==> config.mk <==
export PLATFORM = sky130hd
export DESIGN_NAME = hynoc_bist_stream_gen
export DESIGN_NICKNAME = d
export VERILOG_FILES = /design/src/rtl/hynoc_bist_pkg.sv /design/src/rtl/hynoc_bist_lfsr.sv /design/src/rtl/hynoc_bist_stream_gen.sv
export SDC_FILE = /design/constraint.sdc
export NUM_CORES = 1
export LEC_CHECK = 0
export CELL_PAD_IN_SITES_DETAIL_PLACEMENT = 0
export CELL_PAD_IN_SITES_GLOBAL_PLACEMENT = 1
export CORE_ASPECT_RATIO = 0.7
export CORE_MARGIN = 4
export CORE_UTILIZATION = 39
export CTS_BUF_LIST = sky130_fd_sc_hd__clkbuf_4 sky130_fd_sc_hd__clkbuf_8
export DETAILED_ROUTE_END_ITERATION = 8
export PLACE_DENSITY = 0.95
export SYNTH_ARGS = -nofsm -noshare
export SYNTH_HDL_FRONTEND = slang
export SYNTH_SLANG_ARGS = --single-unit
export TNS_END_PERCENT = 100
==> constraint.sdc <==
create_clock -name local_clk -period 2.95 [get_ports local_clk]
set_input_delay 0.59 -clock local_clk [delete_from_list [all_inputs] [get_ports local_clk]]
set_output_delay 0.59 -clock local_clk [all_outputs]
set_load 0.005 [all_outputs]
==> src/rtl/hynoc_bist_pkg.sv <==
// Shared definitions for the HyNoC BIST stream generator: LFSR tap constants,
// a width-to-taps helper and the generator FSM state encoding.
package hynoc_bist_pkg;

  localparam logic [15:0] LfsrTaps16 = 16'hB400;
  localparam logic [31:0] LfsrTaps32 = 32'h8020_0003;
  localparam logic [63:0] LfsrTaps64 = 64'hD800_0000_0000_0000;

  // Taps for a Galois right-shift LFSR of the given width; unsupported widths yield zero.
  function automatic logic [63:0] lfsr_taps(input int unsigned width);
    logic [63:0] taps;
    case (width)
      16:      taps = 64'(LfsrTaps16);
      32:      taps = 64'(LfsrTaps32);
      64:      taps = LfsrTaps64;
      default: taps = '0;
    endcase
    return taps;
  endfunction

  typedef enum logic [2:0] {
    StIdle    = 3'd0,
    StLen     = 3'd1,
    StAddr    = 3'd2,
    StPayload = 3'd3,
    StGap     = 3'd4,
    StDone    = 3'd5
  } bist_state_e;

endpackage

==> src/rtl/hynoc_bist_lfsr.sv <==
// Galois LFSR, shift right, taps XORed in when the bit shifted out is 1.
// Only reset reloads the seed.
module hynoc_bist_lfsr #(
  parameter int unsigned      WIDTH = 16,
  parameter logic [WIDTH-1:0] TAPS  = '1,
  parameter logic [WIDTH-1:0] SEED  = '1
) (
  input  logic             clk,
  input  logic             srst_n,
  input  logic             advance,
  output logic [WIDTH-1:0] value
);

  logic [WIDTH-1:0] lfsr_q, lfsr_d;

  // Next state: one Galois step when advancing, otherwise hold.
  always_comb begin
    lfsr_d = lfsr_q;
    if (advance) begin
      lfsr_d = (lfsr_q >> 1) ^ (lfsr_q[0] ? TAPS : '0);
    end
  end

  // State register with synchronous reseed.
  always_ff @(posedge clk) begin
    if (!srst_n) begin
      lfsr_q <= SEED;
    end else begin
      lfsr_q <= lfsr_d;
    end
  end

  assign value = lfsr_q;

endmodule

==> src/rtl/hynoc_bist_stream_gen.sv <==
// HyNoC BIST packet stream generator. Emits cfg_nb_packets packets, cycling
// round-robin over NB_ROUTES preloaded headers, each followed by an LFSR payload
// of LFSR-driven length. Define HYNOC_BIST_GAP_EN to insert LFSR-driven idle
// gaps (0..MAX_WAIT cycles) between packets.
module hynoc_bist_stream_gen
  import hynoc_bist_pkg::*;
#(
  parameter int unsigned PAYLOAD_WIDTH       = 32,
  parameter int unsigned FLIT_WIDTH          = PAYLOAD_WIDTH + 1,
  parameter int unsigned LOG2_FIFO_DEPTH     = 5,
  parameter int unsigned NB_ADDRESS_FLITS    = 1,
  parameter int unsigned NB_ROUTES           = 4,
  parameter int unsigned LOG2_MAX_NB_FLITS   = 10,
  parameter int unsigned FLIT_RANDOM_SEED    = 556,
  parameter int unsigned NB_FLIT_RANDOM_SEED = 666,
  parameter int unsigned FIFO_MARGIN         = 2,
  parameter int unsigned MAX_WAIT            = 3
) (
  input  logic                                          local_clk,
  input  logic                                          local_srst_n,
  input  logic                                          start,
  input  logic [15:0]                                   cfg_nb_packets,
  input  logic [NB_ROUTES*NB_ADDRESS_FLITS*FLIT_WIDTH-1:0] route_table,
  output logic                                          local_ingress_write,
  output logic [FLIT_WIDTH-1:0]                         local_ingress_data,
  input  logic [LOG2_FIFO_DEPTH:0]                      local_ingress_fifo_level,
  output logic                                          busy,
  output logic                                          done,
  output logic                                          address_sent,
  output logic                                          packet_sent,
  output logic [15:0]                                   packets_sent
);

  localparam int unsigned NbHdrFlits = NB_ROUTES * NB_ADDRESS_FLITS;
  localparam int unsigned RouteW     = (NB_ROUTES > 1) ? $clog2(NB_ROUTES) : 1;
  localparam int unsigned AddrW      = (NB_ADDRESS_FLITS > 1) ? $clog2(NB_ADDRESS_FLITS) : 1;
  localparam int unsigned SelW       = (NbHdrFlits > 1) ? $clog2(NbHdrFlits) : 1;
  localparam int unsigned LenW       = LOG2_MAX_NB_FLITS + 1;
  localparam int unsigned LevelLimit = (1 << LOG2_FIFO_DEPTH) - FIFO_MARGIN;

  localparam logic [63:0]              DataTapsFull = lfsr_taps(PAYLOAD_WIDTH);
  localparam logic [PAYLOAD_WIDTH-1:0] DataTaps     = DataTapsFull[PAYLOAD_WIDTH-1:0];
  localparam logic [PAYLOAD_WIDTH-1:0] DataSeed     = PAYLOAD_WIDTH'(FLIT_RANDOM_SEED);
  localparam logic [15:0]              LenSeed      = 16'(NB_FLIT_RANDOM_SEED);

  bist_state_e                 state_q;
  logic [15:0]                 nb_packets_q;
  logic [15:0]                 packets_sent_q;
  logic [RouteW-1:0]           route_idx_q;
  logic [AddrW-1:0]            addr_idx_q;
  logic [LenW-1:0]             len_q;
  logic [LenW-1:0]             flit_idx_q;
  logic                        write_q;
  logic [FLIT_WIDTH-1:0]       data_q;
  logic                        busy_q, done_q, address_sent_q, packet_sent_q;
`ifdef HYNOC_BIST_GAP_EN
  logic [1:0]                  gap_q;
  logic [1:0]                  gap_len;
`endif

  logic [PAYLOAD_WIDTH-1:0]    data_value;
  logic [15:0]                 len_value;
  logic [LenW-1:0]             len_next;
  logic                        can_write;
  logic                        is_last;
  logic [SelW-1:0]             hdr_sel;
  logic [FLIT_WIDTH-1:0]       hdr_flits [NbHdrFlits];
  logic [FLIT_WIDTH-1:0]       hdr_flit;
  logic                        unused_len_bits;

  for (genvar i = 0; i < NbHdrFlits; i++) begin : g_hdr
    assign hdr_flits[i] = route_table[i*FLIT_WIDTH +: FLIT_WIDTH];
  end

  // Headroom check; FIFO_MARGIN absorbs the latency of the level feedback.
  assign can_write = (32'(local_ingress_fifo_level) < LevelLimit);
  assign is_last   = (flit_idx_q == len_q);
  // Extra MSB lets a length of exactly 2^LOG2_MAX_NB_FLITS be represented.
  assign len_next  = {1'b0, len_value[LOG2_MAX_NB_FLITS-1:0]} + LenW'(1);
  assign unused_len_bits = ^len_value[15:LOG2_MAX_NB_FLITS];
`ifdef HYNOC_BIST_GAP_EN
  assign gap_len   = 2'(32'(len_value[1:0]) % (MAX_WAIT + 1));
`endif

  // Select the current header flit from the route table.
  always_comb begin
    hdr_sel  = SelW'(32'(route_idx_q) * NB_ADDRESS_FLITS + 32'(addr_idx_q));
    hdr_flit = hdr_flits[hdr_sel];
  end

  hynoc_bist_lfsr #(
    .WIDTH (PAYLOAD_WIDTH),
    .TAPS  (DataTaps),
    .SEED  (DataSeed)
  ) u_data_lfsr (
    .clk     (local_clk),
    .srst_n  (local_srst_n),
    .advance (state_q == StPayload && can_write),
    .value   (data_value)
  );

  hynoc_bist_lfsr #(
    .WIDTH (16),
    .TAPS  (LfsrTaps16),
    .SEED  (LenSeed)
  ) u_len_lfsr (
    .clk     (local_clk),
    .srst_n  (local_srst_n),
    .advance (state_q == StLen),
    .value   (len_value)
  );

  // Generator FSM; all outputs are registered here.
  always_ff @(posedge local_clk) begin
    if (!local_srst_n) begin
      state_q        <= StIdle;
      nb_packets_q   <= '0;
      packets_sent_q <= '0;
      route_idx_q    <= '0;
      addr_idx_q     <= '0;
      len_q          <= '0;
      flit_idx_q     <= '0;
      write_q        <= 1'b0;
      data_q         <= '0;
      busy_q         <= 1'b0;
      done_q         <= 1'b0;
      address_sent_q <= 1'b0;
      packet_sent_q  <= 1'b0;
`ifdef HYNOC_BIST_GAP_EN
      gap_q          <= '0;
`endif
    end else begin
      write_q        <= 1'b0;
      address_sent_q <= 1'b0;
      packet_sent_q  <= 1'b0;
      unique case (state_q)
        StIdle: begin
          if (start) begin
            nb_packets_q   <= cfg_nb_packets;
            packets_sent_q <= '0;
            route_idx_q    <= '0;
            done_q         <= 1'b0;
            busy_q         <= 1'b1;
            state_q        <= (cfg_nb_packets == 16'd0) ? StDone : StLen;
          end
        end
        StLen: begin
          len_q      <= len_next;
          flit_idx_q <= LenW'(1);
          addr_idx_q <= '0;
          state_q    <= StAddr;
        end
        StAddr: begin
          if (can_write) begin
            write_q <= 1'b1;
            data_q  <= hdr_flit;
            if (addr_idx_q == AddrW'(NB_ADDRESS_FLITS - 1)) begin
              address_sent_q <= 1'b1;
              state_q        <= StPayload;
            end else begin
              addr_idx_q <= addr_idx_q + AddrW'(1);
            end
          end
        end
        StPayload: begin
          if (can_write) begin
            write_q <= 1'b1;
            data_q  <= {is_last, data_value};
            if (is_last) begin
              packet_sent_q  <= 1'b1;
              packets_sent_q <= packets_sent_q + 16'd1;
              route_idx_q    <= (route_idx_q == RouteW'(NB_ROUTES - 1)) ? '0
                                : route_idx_q + RouteW'(1);
              if (packets_sent_q + 16'd1 == nb_packets_q) begin
                state_q <= StDone;
              end else begin
`ifdef HYNOC_BIST_GAP_EN
                gap_q   <= gap_len;
                state_q <= (gap_len == 2'd0) ? StLen : StGap;
`else
                state_q <= StLen;
`endif
              end
            end else begin
              flit_idx_q <= flit_idx_q + LenW'(1);
            end
          end
        end
`ifdef HYNOC_BIST_GAP_EN
        StGap: begin
          if (gap_q == 2'd1) begin
            state_q <= StLen;
          end else begin
            gap_q <= gap_q - 2'd1;
          end
        end
`endif
        StDone: begin
          busy_q  <= 1'b0;
          done_q  <= 1'b1;
          state_q <= StIdle;
        end
        default: state_q <= StIdle;
      endcase
    end
  end

  assign local_ingress_write = write_q;
  assign local_ingress_data  = data_q;
  assign busy                = busy_q;
  assign done                = done_q;
  assign address_sent        = address_sent_q;
  assign packet_sent         = packet_sent_q;
  assign packets_sent        = packets_sent_q;

endmodule

## After elaboration in Yosys (flattened, before gate mapping)

Index checks and enable logic that the tools add are counted.

| storage, ports and cells | value |
|---|---|
| bits in latches | 0 |
| input port bits | 157 |
| bits in writable memories | 0 |
| ROM bits | 0 |
| memories kept | 0 |
| logic and storage cells | 96 |
| bits in registers | 146 |
| output and inout port bits | 54 |

| operators by class | value |
|---|---|
| bitwise operators | 3 |
| order comparisons | 2 |
| add/sub/neg operators | 6 |
| multiply operators | 0 |
| equal/unequal tests | 13 |
| reduce and logical (&&, ||, !) cells | 19 |
| shifts and indexed selects | 0 |
| muxes and demuxes | 38 |
| divide/modulo/power cells | 0 |

Operators with widths:

| cell | number |
|---|---|
| $mux W33 | 4 |
| $bmux W33 S2 | 1 |
| $pmux W33 S2 | 1 |
| $mux W16 | 4 |
| $mux W32 | 1 |
| $pmux W16 S2 | 1 |
| $xor A31 B32 Y32 | 1 |
| $mux W11 | 2 |
| $pmux W11 S2 | 1 |
| $mux W3 | 7 |
| $add A16 B1 Y16 const B | 1 |
| $eq A16 B16 Y1 | 1 |
| $logic_not A16 Y1 | 1 |
| $xor A15 B16 Y16 | 1 |
| $ne A2 B2 Y1 const B | 6 |
| $pmux W3 S4 | 1 |
| $reduce_and A3 Y1 | 4 |
| $add A10 B1 Y11 const B | 1 |
| $add A11 B1 Y11 const B | 1 |
| $eq A11 B11 Y1 | 1 |
| $reduce_bool A2 Y1 | 5 |
| $mux W2 | 4 |
| $reduce_and A2 Y1 | 4 |
| $mux W1 | 7 |
| other kinds (17) | 20 |

## Logic depth before layout (Yosys ltp)

| logic depth | value |
|---|---|
| depth in word-level cells | 7 |
| gate-level depth with buffers | 9 |
| gate-level depth less buffers | 8 |

## Modules after synthesis

From an unflattened synthesis, not the netlist that was laid out.

| second synthesis, totals | value |
|---|---|
| cell total of the unflattened synthesis | 839 |
| area, all modules | 7524.7 um^2 |

By module, submodules not included:

| module | cells an instance | area an instance (um^2) | seq. area each (um^2) | times used |
|---|---|---|---|---|
| hynoc_bist_stream_gen | 678 | 5713.0 | 1941.9 | 1 |
| hynoc_bist_lfsr (u_data_lfsr) | 106 | 1184.9 | 640.6 | 1 |
| hynoc_bist_lfsr (u_len_lfsr) | 55 | 626.9 | 320.3 | 1 |

## Worst setup path after synthesis

OpenSTA, ideal clock, no wires.

| path | value |
|---|---|
| kind | reg-to-reg |
| start | register packets_sent_q[0] (netlist: packets_sent[0]) |
| end | register state_q[2] |
| data arrival time | 1.895 ns |
| setup time | 0.084 ns |
| stages on the path, launching flop included | 9 |
| period minus slack after synthesis | 1.979 ns |
| path slack | 0.971 ns |
| path buffers | 1 |
| required time | 2.866 ns |
| cells stage by stage | dfxtp_1 > ha_1 > buf_2 > nand3_1 > nor4_1 > o21a_1 > a211oi_1 > a31o_2 > o31ai_2 |

| between the ends | value |
|---|---|
| cells in the longest elaborated chain, start to end | 6 |

RTL lines:

| what | line | RTL |
|---|---|---|
| from (decl) | hynoc_bist_stream_gen.sv:48 | `logic [15:0] packets_sent_q;` |
| from (signal assigned) | hynoc_bist_stream_gen.sv:171 | `packets_sent_q <= packets_sent_q + 16'd1;` |
| $add A16 B1 Y16 | hynoc_bist_stream_gen.sv:174 | `if (packets_sent_q + 16'd1 == nb_packets_q) begin` |
| $eq A16 B16 Y1 | hynoc_bist_stream_gen.sv:174 |  |
| $mux W3 | hynoc_bist_stream_gen.sv:174 |  |
| $mux W3 | hynoc_bist_stream_gen.sv:169 | `if (is_last) begin` |
| $mux W3 | hynoc_bist_stream_gen.sv:166 | `if (can_write) begin` |
| $pmux W3 S4 | hynoc_bist_stream_gen.sv:136 | `unique case (state_q)` |
| to (signal assigned) | hynoc_bist_stream_gen.sv:144 | `state_q <= (cfg_nb_packets == 16'd0) ? StDone : StLen;` |
| to (signal assigned) | hynoc_bist_stream_gen.sv:175 | `state_q <= StDone;` |
| to (signal assigned) | hynoc_bist_stream_gen.sv:181 | `state_q <= StLen;` |
| to (decl) | hynoc_bist_stream_gen.sv:46 | `bist_state_e state_q;` |

Every way passes these cells. The select of a mux whose other input is x is not followed.
A chain may end at the register's enable or synchronous reset.

## Worst setup path in the final report

Same ends and word-level chain as after synthesis.

==> run summary <==
Min-delay worst type - reg2reg
Share of cells above drive strength 1 - 9.77%
Via density - 5.43
Post-route cell area - 0.0101 mm2
Critical path launch point type - flop
Mapped Cells - 878
Multiplexer area fraction after synthesis - 10.0%
Post-synth net total - 1,039
Post-synth top area share - 39.2%
Wire per inst - 16.5 um
Via count - 7,067
CTS Sinks - 145
Crit Path Max Fanout - 9
All-Layer GR Usage - 19.7%
Wirelength, routed - 21.5 mm
Ranking of synthesized cells by area - dfxtp_1 (39%), nand2_1 (11%), mux4_2 (10%)
Clk buf depth - 2
Clock slew at reported path FFs - 90 ps
I/O Pins - 211
Post_cts resized - 0
CTS tree - done
Largest family of logic cells by synthesized area - simple AND/OR/NAND/NOR gates
# nets final - 1,213
Post-synth top flop - dfxtp_1
Final hold vios - 0
Post-Synth Simple-Gate Area - 24.3%
Relative slew slack - 41.2%
GRT busiest layer - met2
Die area - 0.0213 mm2
Number of setup buffers added after CTS - 0
Synth top cells by count - nand2_1 (211), dfxtp_1 (145), nor2_1 (71)
DP Cell Count - 1,269
Pleak - 3.51 nW
Num CTS Buffers - 17
Hold buffer count at cts - 0
Met1 Track Usage GR - 27.8%
Root buffer cell - clkbuf_8
Number of flops mapped to enable cells by yosys - 0
First DRT Iteration DRCs - 533
Congestion Overflow GR - 0
PortBufs - 209
Tcrit/Tclk final - 78.4%
Synth Area in XOR/XNOR - 6.22%
Initial antenna violation count - 0
Fmax - 432 MHz
DR DRC count - 0
Initial Utilization - 40.4%
Yosys reg bits - 145
Met2 GRT Util - 30.2%
Rows - 41
Slew Limit Fails - 0
Cell taking the most area after synthesis - dfxtp_1
Max VDD drop - 0.288 mV
Sequential share of the synthesized area - 39.2%
Req. time, crit path - 3330 ps
Critical path class - reg2reg
Die H - 123 um
Maximum number of pins on one net before global-route repair - 71
Clk_lat worst skew - 450 ps
Non-filler cells, final - 1,301
Area Overhead vs Synth - 36.0%
Antenna-violating nets left - 0
Cell Pwr Density - 429 mW/mm2
Detail Placement HPWL - 15.8 mm
N_diodes - 0
Distinct cells, synth - 61
Setup repair after global routing missed its margin - false
DR pass1 iterations - 5
First-pass GRT wire length - 33.9 mm
Clk_skew - 11.2 ps
Met3 GRT Util - 5.04%
Most frequent cell after synthesis - nand2_1
Post-route setup TNS - 0 ps
YS warnings - 0
Pwr Total - 4.32 mW
Fillers - 1,651
Area post-placement - 0.00969 mm2
H-tree depth - 4
Tmin final - 2310 ps
Max-Cap Viols - 0
Worst EP arrival - 2690 ps
Vias in the first global route - 6,589
Crit. End Element - flop
Mapped cell area - 0.00740 mm2
Routability cong. - 0.846
Seq. cell area - 0.00291 mm2
Status - complete, no violations
Post-synth ARST share - 0%
Syn_area_per_cell - 8.43 um2
Final setup viols - 0
Adder-Cell Fraction of Synth Area - 0.676%
Slew @ Worst Pin - 882 ps
Die Wd - 173 um
CORE AREA - 0.0183 mm2
Multi-input gate area - 0.00417 mm2
Compound-Gate Fraction of Synth Area - 14.9%
-- cell type report --
cell class	instances	share of cell area [%]
tap	236	2.93
clock buffer	17	2.33
timing repair buffer	229	22.8
sequential	145	28.9
multi-input combinational	651	41.4
clock inverter	15	1.37
inverter	8	0.311
-- logic make-up (layout without fill, tap and decap cells) --
group,count (synthesis),in the layout
adders and majority gates,4,4
xor gates and xnor gates,51,51
AOI/OAI and AO/OA,166,166
muxes,33,33
buffers and inverters,82,269
and+or+nand+nor,397,397
DFF,145,145
-- metal layers --
layer,share of wire (%),up-vias
li1,-,3479
met1,47,3326
met2,44,243
met3,7.6,19
met4,1.1,0
met5,0,-
-- path summary, 6_finish.rpt --
check                                          start                   end  slack, ps  cells after the start
worst max register to register       packets_sent[0]            state_q[2]        640                      8
worst min register to register  u_len_lfsr.value[15]  u_len_lfsr.value[14]        460                      2
worst max-delay path                 packets_sent[0]            state_q[2]        640                      8
worst min-delay path            u_len_lfsr.value[15]  u_len_lfsr.value[14]        460                      2
-- layout by cell type (no fill, tap or decap), types with 7 or more instances in the layout --
| cell | instances |
|---|---|
| nand2_1 | 211 |
| clkdlybuf4s50_1 | 209 |
| dfxtp_1 | 143 |
| nor2_1 | 69 |
| a21oi_1 | 67 |
| a311oi_1 | 38 |
| mux4_2 | 33 |
| nand3_1 | 29 |
| xor2_1 | 27 |
| xnor2_1 | 23 |
| o21ai_0 | 20 |
| clkbuf_8 | 17 |
| buf_4 | 16 |
| nor3_1 | 14 |
| nand4_1 | 13 |
| a211oi_1 | 12 |
| nor4_1 | 11 |
| inv_1 | 7 |
| and3_1 | 7 |
| inv_6 | 7 |
-- critical path: stages (launching register included) --
cell and delay (ps):
dfxtp_1 540, ha_1 230, buf_4 150, and3_1 270
and3_1 250, xnor3_1 150, and4_1 220, o311ai_0 210
o31ai_2 210
-- flip-flops by register name, indices dropped and copies added (netlist names) --
name	flops
flit_idx_q	11
local_ingress_data	33
packet_sent	1
local_ingress_write	1
busy	1
nb_packets_q	16
packets_sent	16
u_len_lfsr.value	16
state_q	3
address_sent	1
len_q	11
done	1
route_idx_q	2
u_data_lfsr.value	32
-- where the power goes --
group	internal (mW)	total [mW]	switching, mW
registers	2.04	2.11	0.0718
logic	0.403	0.709	0.306
clock network	0.622	1.49	0.872
total	3.07	4.32	1.25
-- through the flow --
stage | setup slack, ps | util, % | hold WS (ps)
3_3_place_gp | 373 | 52.9 | 438
3_5_place_dp | 343 | 52.9 | 445
2_1_floorplan | 971 | - | 432
4_1_cts | 644 | 54.9 | 456
5_1_grt | 461 | 54.9 | 477
6_report | 637 | 54.9 | 458
Note: power is estimated with default switching activity, not from simulation.
